File: src/rtl/arya_pc_pkg.sv
// arya_pc_pkg: shared state encoding, redirect priorities and defaults for PC fetch control
package arya_pc_pkg;
    localparam int DEF_INST_ADDR_WIDTH = 9;
    typedef enum logic [2:0] {
        ST_IDLE   = 3'd0,
        ST_BOOT   = 3'd1,
        ST_RUN    = 3'd2,
        ST_FLUSH  = 3'd3,
        ST_HALTED = 3'd4
    } state_t;
    typedef enum logic [2:0] {
        SRC_NONE = 3'd0,
        SRC_RET  = 3'd1,
        SRC_BR   = 3'd2,
        SRC_CALL = 3'd3,
        SRC_JMP  = 3'd4
    } redir_src_t;
endpackage

File: src/rtl/pc_ras.sv
// pc_ras: circular return-address stack with saturating count; a push into a full stack overwrites the oldest entry
module pc_ras #(
    parameter int W     = 9,
    parameter int DEPTH = 4
) (
    input  logic         clk,
    input  logic         reset,
    input  logic         clear,
    input  logic         push,
    input  logic [W-1:0] push_data,
    input  logic         pop,
    output logic [W-1:0] top,
    output logic         empty,
    output logic         full,
    output logic         overflow
);
    localparam int AW = $clog2(DEPTH);
    localparam int CW = AW + 1;
    logic [W-1:0]  mem_q [DEPTH];
    logic [W-1:0]  mem_d [DEPTH];
    logic [AW-1:0] ptr_q, ptr_d, top_idx;
    logic [CW-1:0] cnt_q, cnt_d;
    logic          ovf_q, ovf_d;
    assign top_idx  = ptr_q - 1'b1;
    assign top      = mem_q[top_idx];
    assign empty    = cnt_q == '0;
    assign full     = cnt_q == CW'(DEPTH);
    assign overflow = ovf_q;
    // next-state: clear wins, then push (write at pointer), then pop (step pointer back)
    always_comb begin
        mem_d = mem_q;
        ptr_d = ptr_q;
        cnt_d = cnt_q;
        ovf_d = 1'b0;
        if (clear) begin
            ptr_d = '0;
            cnt_d = '0;
        end else if (push) begin
            mem_d[ptr_q] = push_data;
            ptr_d        = ptr_q + 1'b1;
            cnt_d        = full ? cnt_q : cnt_q + 1'b1;
            ovf_d        = full;
        end else if (pop && !empty) begin
            ptr_d = top_idx;
            cnt_d = cnt_q - 1'b1;
        end
    end
    // state registers
    always_ff @(posedge clk) begin
        if (reset) begin
            mem_q <= '{default: '0};
            ptr_q <= '0;
            cnt_q <= '0;
            ovf_q <= 1'b0;
        end else begin
            mem_q <= mem_d;
            ptr_q <= ptr_d;
            cnt_q <= cnt_d;
            ovf_q <= ovf_d;
        end
    end
endmodule

File: src/rtl/pc_fetch_ctrl.sv
// pc_fetch_ctrl: sequences the PC incrementor through boot, fetch, stall, redirects and halt
module pc_fetch_ctrl
    import arya_pc_pkg::*;
#(
    parameter int                     INST_ADDR_WIDTH = DEF_INST_ADDR_WIDTH,
    parameter int                     RAS_DEPTH       = 4,
    parameter logic [INST_ADDR_WIDTH-1:0] BOOT_ADDR   = '0
) (
    input  logic                       clk,
    input  logic                       reset,
    input  logic                       start,
    input  logic                       halt_req,
    input  logic                       stall,
    input  logic                       br_taken,
    input  logic [INST_ADDR_WIDTH-1:0] br_target,
    input  logic                       jmp,
    input  logic                       call,
    input  logic [INST_ADDR_WIDTH-1:0] jmp_target,
    input  logic                       ret,
    input  logic [INST_ADDR_WIDTH-1:0] pc_cur,
    output logic                       pc_en,
    output logic                       pc_wen,
    output logic [INST_ADDR_WIDTH-1:0] pc_next,
    output logic                       flush,
    output logic                       fetch_valid,
    output logic                       running,
    output logic                       ras_overflow,
    output logic                       ras_underflow
);
    localparam int W = INST_ADDR_WIDTH;
    state_t     state_q, state_d;
    redir_src_t src;
    logic         running_q, running_d, underflow_q, underflow_d;
    logic         ras_push, ras_pop, ras_clear, ras_empty, ras_full_unused;
    logic [W-1:0] ras_top, target;
    pc_ras #(.W(W), .DEPTH(RAS_DEPTH)) u_ras (
        .clk       (clk),
        .reset     (reset),
        .clear     (ras_clear),
        .push      (ras_push),
        .push_data (pc_cur + 1'b1),
        .pop       (ras_pop),
        .top       (ras_top),
        .empty     (ras_empty),
        .full      (ras_full_unused),
        .overflow  (ras_overflow)
    );
    assign running       = running_q;
    assign ras_underflow = underflow_q;
    // highest-priority redirect source below halt, and its target
    always_comb begin
        src    = ret ? SRC_RET : br_taken ? SRC_BR : call ? SRC_CALL : jmp ? SRC_JMP : SRC_NONE;
        target = (src == SRC_RET) ? ras_top : (src == SRC_BR) ? br_target : jmp_target;
    end
    // next-state and Mealy outputs to the incrementor and pipeline
    always_comb begin
        state_d     = state_q;
        underflow_d = underflow_q;
        pc_en       = 1'b0;
        pc_wen      = 1'b0;
        pc_next     = '0;
        flush       = 1'b0;
        fetch_valid = 1'b0;
        ras_push    = 1'b0;
        ras_pop     = 1'b0;
        ras_clear   = 1'b0;
        case (state_q)
            ST_IDLE, ST_HALTED: begin
                if (start) begin
                    state_d     = ST_BOOT;
                    ras_clear   = 1'b1;
                    underflow_d = 1'b0;
                end
            end
            ST_BOOT: begin
                pc_en   = 1'b1;
                pc_wen  = 1'b1;
                pc_next = BOOT_ADDR;
                state_d = ST_RUN;
            end
            ST_RUN: begin
                if (halt_req) begin
                    state_d = ST_HALTED;
                end else if (src == SRC_RET && ras_empty) begin
                    underflow_d = 1'b1;
                    state_d     = ST_HALTED;
                end else if (src != SRC_NONE) begin
                    pc_en    = 1'b1;
                    pc_wen   = 1'b1;
                    pc_next  = target;
                    flush    = 1'b1;
                    ras_pop  = src == SRC_RET;
                    ras_push = src == SRC_CALL;
                    state_d  = ST_FLUSH;
                end else if (!stall) begin
                    pc_en       = 1'b1;
                    fetch_valid = 1'b1;
                end
            end
            ST_FLUSH: state_d = halt_req ? ST_HALTED : ST_RUN;
            default:  state_d = ST_IDLE;
        endcase
        running_d = state_q == ST_BOOT || state_q == ST_RUN || state_q == ST_FLUSH;
    end
    // state registers
    always_ff @(posedge clk) begin
        if (reset) begin
            state_q     <= ST_IDLE;
            running_q   <= 1'b0;
            underflow_q <= 1'b0;
        end else begin
            state_q     <= state_d;
            running_q   <= running_d;
            underflow_q <= underflow_d;
        end
    end
endmodule

File: config.mk
export PLATFORM = sky130hd
export DESIGN_NAME = pc_fetch_ctrl
export DESIGN_NICKNAME = d
export VERILOG_FILES = /design/src/rtl/arya_pc_pkg.sv /design/src/rtl/pc_ras.sv /design/src/rtl/pc_fetch_ctrl.sv
export SDC_FILE = /design/constraint.sdc
export NUM_CORES = 1
export LEC_CHECK = 0
export CAP_MARGIN = 0
export CELL_PAD_IN_SITES_DETAIL_PLACEMENT = 1
export CELL_PAD_IN_SITES_GLOBAL_PLACEMENT = 2
export CORE_MARGIN = 2
export CORE_UTILIZATION = 29
export CTS_BUF_LIST = sky130_fd_sc_hd__clkbuf_8
export DETAILED_ROUTE_END_ITERATION = 12
export PLACE_DENSITY = 0.78
export SLEW_MARGIN = 20
export SYNTH_ARGS = -nofsm -noshare
export SYNTH_HDL_FRONTEND = slang
export SYNTH_SLANG_ARGS = --single-unit
File: constraint.sdc
create_clock -name clk -period 2.1 [get_ports clk]
set_input_delay 0.21 -clock clk [delete_from_list [all_inputs] [get_ports clk]]
set_output_delay 0.21 -clock clk [all_outputs]
set_load 0.01 [all_outputs]
==> flow_summary_export.csv, run 1 <==
group,metric,value,unit
sta,final.period_utilization,104,%
synth,synth-simple-area-share,18.4,%
placed_design,place.gp.congestion,0.801,
synth,synth_xor_area_share,3.42,%
floorplanning,fp-row-count,34,
worst_setup_path,critical-path-slowest-cell,"mux4_2",
drt,wire_per_inst,14.8,um
placed_design,dpl.hpwl,5080,um
global_route,track_usage,14.3,%
worst_setup_path,cp_data_arrival_time,1.96,ns
worst_setup_path,r2r-end,"u_ras.cnt_q[2]$_SDFFE_PP0P_",
sta,rsz0062_at_grt,"true",
power,ir_worst_vdd,0.000228,V
finish,antenna_cells,0,
finish,drive_above_1_share,26.8,%
sta,final_max_slew_viol_count,0,
synth,synth_area,2560,sq um
drt,drt_first_pass_iters,3,
placed_design,port_buffers,51,
sta,max_freq,460,MHz
clock_tree,clk_pin_slew_worst_paths,0.08,ns
clock_tree,numClockSinks,47,
global_route,grt_pass1_wl,11100,um
power,netSwitchingFraction,23.9,%
outcome,violations,"setup timing",
synth,synth_compound_area_share,16.4,%
worst_setup_path,crit_type,"reg2out",
sta,maxSlewHeadroom,67.8,%
power,p_switching,432,uW
power,p_leak,0.00127,uW
finish,syn2layout_area_growth,34.3,%
finish,final_area,3440,sq um
synth,synthMuxAreaShare,13.8,%
synth,synth_top_family_by_area,"simple AND/OR/NAND/NOR gates",
worst_setup_path,r2r_start,"state_q[2]$_SDFFE_PP0P_",
worst_setup_path,max_stage_delay,0.54,ns
floorplanning,core_area,8640,sq um
finish,finalNetCount,381,
synth,ys_seq_area_share,36.8,%
synth,synth_area_leaders,"dfxtp_1 37%, nor2_1 8.9%, a211oi_1 8.8%",
worst_setup_path,cp_cell_sequence,"inv_2 -> ha_4 -> buf_12 -> mux4_2 -> a21oi_2 -> nor2_1 -> buf_2",
drt,viasPerCell,4.83,
clock_tree,htreeDepth,2,
sta,setup_viol,8,
synth,synth-seq-cells,47,
sta,tns,-0.465,ns
synth,synth-main-ff-cell,"dfxtp_1",
global_route,grt_max_degree,39,
power,seqPwrFrac,50.0,%
drt,drc,0,
global_route,grt_overflow_total,0,
synth,synthAdderAreaFrac,2.93,%
synth,synth_edf_count,0,
worst_hold_path,hp-class,"in2reg",
worst_hold_path,worstHoldStart,"halt_req",
finish,instances_no_fill,448,
drt,vias,2164,
power,p_per_area,526,nW/um^2
clock_tree,holdBufCountCts,0,
outcome,status,"finished with violations",
floorplanning,floorplan.initialDensity,29.6,%
placed_design,postPlaceCellArea,3300,sq um
floorplanning,die_h,97.9,um
finish,utilization,39.8,%
clock_tree,clockBufferDepth,2,
placed_design,dp_cells,439,
global_route,antenna_found_initial,0,
job,drv_cap,0,
drt,totalWireLength,6640,um
worst_setup_path,crit_end,"pc_next[7]",
synth,synthCells,268,
floorplanning,die_area,9590,sq um
worst_setup_path,crit_path_start,"u_ras.ptr_q[0]$_SDFFE_PP0P_",
synth,yosysTopAreaCell,"dfxtp_1",
synth,yosysTopAreaCellShare,36.8,%
global_route,grt_pass1_vias,2263,
clock_tree,cts_root_buf,"clkbuf_8",
synth,synthArstFlopShare,0,%
worst_setup_path,worst-r2r-cell-count,8,
synth,ys_warn_count,0,
synth,syn-num-nets,310,
worst_setup_path,cp.required,1.89,ns
clock_tree,numCtsBuffers,5,
finish,final_cell_mix,"61 x nor2_1, 43 x dfxtp_1, 36 x clkdlybuf4s50_1",
floorplanning,die_w,97.9,um
worst_setup_path,crit_fanout,5,
floorplanning,io_pins,52,
sta,setup_slack,-0.0736,ns
drt,first_iter_violations,61,
sta,worstMarginPinSlew,0.479,ns
power,p_clk_share,36.8,%
drt,drtAntennaViolNets,0,
worst_setup_path,end_kind,"output port",
synth,syn-mean-instance-area,9.55,sq um
clock_tree,worstSkewPairLatency,0.31,ns
finish,layout_commonest_cell,"nor2_1",
power,combPwrFrac,13.2,%
sta,skew,0.0140,ns
sta,hold_viol,0,
synth,ys_types,40,
power,intPower,1380,uW
clock_tree,cts_tree,"built",
worst_setup_path,reg2reg_slack,0.18,ns
sta,finalCriticalPeriod,2.17,ns
worst_setup_path,start_kind,"flop",
[metal layers]
metal,part of all wire [%],GRT usage (%)
met1,48,18.9
met2,46,23.3
met3,4.2,2.72
met4,1.6,5.13
met5,0,0
[what timing repair did]
action	in CTS	in global routing
pin swaps	11	7
hold endpoints to repair	0	0
endpoints found under the setup margin	13	12
setup buffers	0	1
gates resized for setup	56	5
[synth_stat cells (2+ instances only)]
| cell | instances |
|---|---|
| a211oi_2 | 4 |
| mux2i_1 | 15 |
| o21ai_0 | 4 |
| o211ai_1 | 2 |
| nor2_2 | 2 |
| nor3_1 | 3 |
| a21oi_1 | 16 |
| buf_6 | 6 |
| ha_1 | 6 |
| a211oi_1 | 30 |
| xnor2_1 | 6 |
| xor2_1 | 4 |
| nand2b_1 | 3 |
| mux4_2 | 9 |
| nor2_1 | 61 |
| buf_12 | 3 |
| nand2_1 | 7 |
| buf_2 | 2 |
| dfxtp_1 | 47 |
| nand3_1 | 6 |
| and3_2 | 2 |
| inv_1 | 4 |
| and3_1 | 4 |
| clkbuf_1 | 6 |
[area by class of cell]
cell class | count | area, sq um
Fill cell | 1006 | 5200
Clock buffer | 5 | 68.8
Timing Repair Buffer | 84 | 763
Clock inverter | 3 | 43.8
Inverter | 4 | 15.0
Multi-Input combinational cell | 197 | 1470
Tap cell | 108 | 135
Sequential cell | 47 | 946
[worst max-delay path, delay by kind of cell (launching register included)]
family / cells / cell delay [ns]
mux: 1 / 0.54
flops: 1 / 0.34
simple gates: 1 / 0.05
compound gates: 1 / 0.14
buf+inv: 3 / 0.30
fa+ha+maj: 1 / 0.28
[power groups by stage]
| stage | Combinational (uW) | Sequential [uW] | Clock [uW] |
|---|---|---|---|
| after global placement | 234 | 924 | 0 |
| final | 239 | 904 | 665 |
| after detailed placement | 237 | 925 | 0 |
| after global routing | 261 | 905 | 715 |
| after CTS | 241 | 904 | 690 |
| after floorplan | 108 | 924 | 0 |
[per-stage QoR]
stage	hold WS (ns)	power (uW)	setup slack (ns)
2_1_floorplan	0.302	1030	0.0195
3_3_place_gp	0.452	1160	-0.251
3_5_place_dp	0.458	1160	-0.272
4_1_cts	0.422	1830	-0.0916
5_1_grt	0.445	1880	-0.160
6_report	0.410	1810	-0.0736
[registers in the layout, indices dropped and copies added (netlist names)]
register,count
u_ras.mem_q,36
state_q,3
u_ras.cnt_q,3
u_ras.ptr_q,2
ras_underflow,1
running,1
u_ras.overflow,1
[worst min-delay path by stage]
stage               cells past startpoint  slack, ns                     endpoint
floorplan                               1       0.30  u_ras.mem_q[9]$_SDFFE_PP0P_
global placement                        1       0.45   ras_underflow$_SDFFE_PP0P_
detailed placement                      1       0.46   ras_underflow$_SDFFE_PP0P_
CTS                                     2       0.42      state_q[1]$_SDFFE_PP0P_
global route                            2       0.44      state_q[1]$_SDFFE_PP0P_
finish                                  2       0.41      state_q[1]$_SDFFE_PP0P_
[cell families (layout without fill, tap and decap cells)]
group                      Yosys count  after routing
AOI/OAI and AO/OA                   60             60
xor gates and xnor gates            10             10
adders and majority gates            6              6
buffers and inverters               24             96
DFF                                 47             47
muxes                               24             24
and+or+nand+nor                     97             97
No activity file was read; power rests on OpenSTA's default activity.
==> run 2, diff against run 1 <==
--- a/config.mk
+++ b/config.mk
@@ -11,9 +11,11 @@
 export CORE_MARGIN = 2
 export CORE_UTILIZATION = 29
 export CTS_BUF_LIST = sky130_fd_sc_hd__clkbuf_8
+export CTS_CLUSTER_DIAMETER = 200
 export DETAILED_ROUTE_END_ITERATION = 12
 export PLACE_DENSITY = 0.78
 export SLEW_MARGIN = 20
 export SYNTH_ARGS = -nofsm -noshare
 export SYNTH_HDL_FRONTEND = slang
+export SYNTH_HIERARCHICAL = 1
 export SYNTH_SLANG_ARGS = --single-unit
==> flow_summary_export.csv, run 2 <==
group,metric,value,unit
outcome,status,"completed",
sta,max_freq,494,MHz
clock_tree,numCtsBuffers,5,
synth,synth_edf_count,0,
finish,finalNetCount,391,
floorplanning,floorplan.initialDensity,29.7,%
synth,synth_area,2570,sq um
sta,maxSlewHeadroom,69.3,%
synth,netlist_top_cells_count,"47 x dfxtp_1, 42 x nor2_1, 36 x mux2i_1",
worst_setup_path,critical-path-slowest-cell,"dfxtp_2",
synth,synth-seq-cells,47,
finish,drive_above_1_share,29.4,%
floorplanning,fp-row-count,34,
floorplanning,die_w,98.1,um
power,intPower,1380,uW
worst_setup_path,max_stage_delay,0.35,ns
synth,synth_area_leaders,"dfxtp_1 37%, mux2i_1 14%, mux4_2 7.9%",
power,ir_worst_vdd,0.000234,V
power,seqPwrFrac,49.0,%
clock_tree,clk_pin_slew_worst_paths,0.09,ns
sta,final.period_utilization,96.4,%
synth,yosysTopAreaCellShare,36.6,%
finish,regArea,947,sq um
synth,yosysMostFrequentCell,"dfxtp_1",
power,p_leak,0.00162,uW
global_route,grt_pass1_vias,2284,
drt,first_iter_violations,59,
synth,syn-mean-instance-area,9.66,sq um
sta,hold_viol,0,
clock_tree,cts_root_buf,"clkbuf_8",
floorplanning,core_area,8640,sq um
power,p_per_area,511,nW/um^2
drt,drtAntennaViolNets,0,
sta,setup_viol,0,
sta,final_max_slew_viol_count,0,
synth,synthArstFlopShare,0,%
clock_tree,holdBufCountCts,0,
global_route,grt_max_degree,40,
global_route,track_usage,15.3,%
drt,top_layer_used,"met4",
drt,wire_per_inst,16.2,um
power,p_switching,457,uW
synth,ys_types,45,
finish,largest_reg_flops,36,
power,combPwrFrac,12.5,%
clock_tree,worstSkewPairLatency,0.31,ns
synth,syn-num-nets,308,
clock_tree,clockBufferDepth,2,
worst_setup_path,crit_fanout,5,
drt,dr_wl_met2,3490,um
clock_tree,numClockSinks,47,
global_route,grt_pass1_wl,11900,um
sta,finalCriticalPeriod,2.02,ns
worst_setup_path,crit_type,"reg2out",
worst_hold_path,hp-class,"reg2reg",
finish,utilization,41.7,%
drt,viasPerCell,4.86,
sta,rsz0062_at_grt,"false",
finish,regMostFlops,"u_ras/mem_q",
drt,totalWireLength,7430,um
finish,antenna_cells,0,
synth,ys_warn_count,6,
placed_design,dp_slack,-0.234,ns
global_route,grt_overflow_total,0,
drt,vias,2224,
finish,multi_input_comb_area,1560,sq um
worst_setup_path,start_kind,"flop",
sta,skew,0.00993,ns
worst_setup_path,cp_data_arrival_time,1.81,ns
job,drv_cap,0,
placed_design,place.gp.congestion,0.820,
placed_design,port_buffers,51,
finish,syn2layout_area_growth,40.1,%
drt,dr_wl_met3,354,um
synth,yosysTopAreaCell,"dfxtp_1",
drt,wl_met1,3510,um
floorplanning,die_h,98.1,um
floorplanning,die_area,9630,sq um
global_route,antenna_found_initial,0,
sta,setup_slack,0.0763,ns
synth,synth-main-ff-cell,"dfxtp_1",
drt,drc,0,
finish,final_cell_mix,"42 x nor2_1, 42 x dfxtp_1, 37 x clkdlybuf4s50_1",
drt,drt_first_pass_iters,4,
finish,final.fill_count,1019,
sta,worstMarginPinSlew,0.458,ns
synth,ys_seq_area_share,36.6,%
placed_design,dpl.hpwl,5440,um
worst_setup_path,cp_cell_sequence,"inv_1 -> ha_4 -> buf_12 -> mux4_2 -> nand2_2 -> a21oi_1 -> clkdlybuf4s15_1",
floorplanning,io_pins,52,
power,p_clk_share,38.5,%
worst_setup_path,cp.required,1.89,ns
finish,reg_top3,"u_ras/mem_q x36, state_q x3, u_ras/cnt_q x3",
clock_tree,htreeDepth,2,
synth,synthCells,266,
worst_setup_path,end_kind,"output port",
power,netSwitchingFraction,24.8,%
clock_tree,cts_tree,"built",
run 2: cell types whose count changed after synthesis, sizes merged, moves of 4 or more:
cell / before / now
nor2: 63 / 43
a21oi: 16 / 12
mux2: 0 / 9
mux2i: 15 / 36
nand3b: 1 / 7
nand2: 7 / 26
a211oi: 34 / 0
run 2: through the flow:
step	TNS, ns	instances	total power, uW	hold slack (ns)	area (sq um)
after detailed placement	-2.94	446	1150	0.484	3430
after global placement	-1.72	446	1150	0.469	3430
after CTS	-0.00896	455	1850	0.509	3580
after floorplan	0	266	1020	0.272	2580
after global routing	0	458	1920	0.525	3600
final	0	458	1840	0.504	3600
run 2: power groups by stage:
stage,Clock [uW],Combinational [uW],Sequential (uW)
5_1_grt,765,250,903
2_1_floorplan,0,95.5,922
3_3_place_gp,0,225,922
4_1_cts,724,229,902
6_report,708,230,901
3_5_place_dp,0,229,922
run 2: critical path, delay by kind of cell (launching register included):
family	cells	cell delay, ns
buf+inv	3	0.43
flops	1	0.35
fa+ha+maj	1	0.31
mux	1	0.30
simple gates	1	0.07
compound gates	1	0.05
run 2: repair_timing:
action	CTS	global route
endpoints found under the setup margin	13	10
gates resized for setup	28	16
cloned	0	1
setup buffers	1	2
pin swaps	2	3
run 2: cell families after synthesis:
logic type / synth area share (%)
AOI/OAI and AO/OA: 7.60
xor gates and xnor gates: 2.73
adders and majority gates: 3.21
buffers and inverters: 4.43
DFF: 36.6
muxes: 25.9
and+or+nand+nor: 19.5
run 2: path summary, 6_finish.rpt:
path              slack [ns]  depth (start not counted)                      endpoint                    startpoint
hold reg to reg         0.50                          2  u_ras/mem_q[31]$_SDFFE_PP0P_  u_ras/mem_q[31]$_SDFFE_PP0P_
setup / recovery        0.08                          7                    pc_next[8]   u_ras/ptr_q[0]$_SDFFE_PP0P_
hold / removal          0.50                          2  u_ras/mem_q[31]$_SDFFE_PP0P_  u_ras/mem_q[31]$_SDFFE_PP0P_
setup reg to reg        0.16                          6   u_ras/cnt_q[2]$_SDFFE_PP0P_       state_q[0]$_SDFFE_PP0P_
run 2: routing by layer:
metal | track usage [%] | vias up
met5 | 0 | -
met4 | 3.53 | 0
li1 | - | 1095
met1 | 20.6 | 1066
met2 | 25.1 | 55
met3 | 3.22 | 8
run 2: cell type report:
cell class              count  share of cell area, %
clock inverters             3                   1.32
multi-input cells         197                   43.3
flip-flops and latches     47                   26.3
clock buffers               5                   1.91
well taps                 108                   3.76
inverters                   8                  0.834
repair buffers             90                   22.5
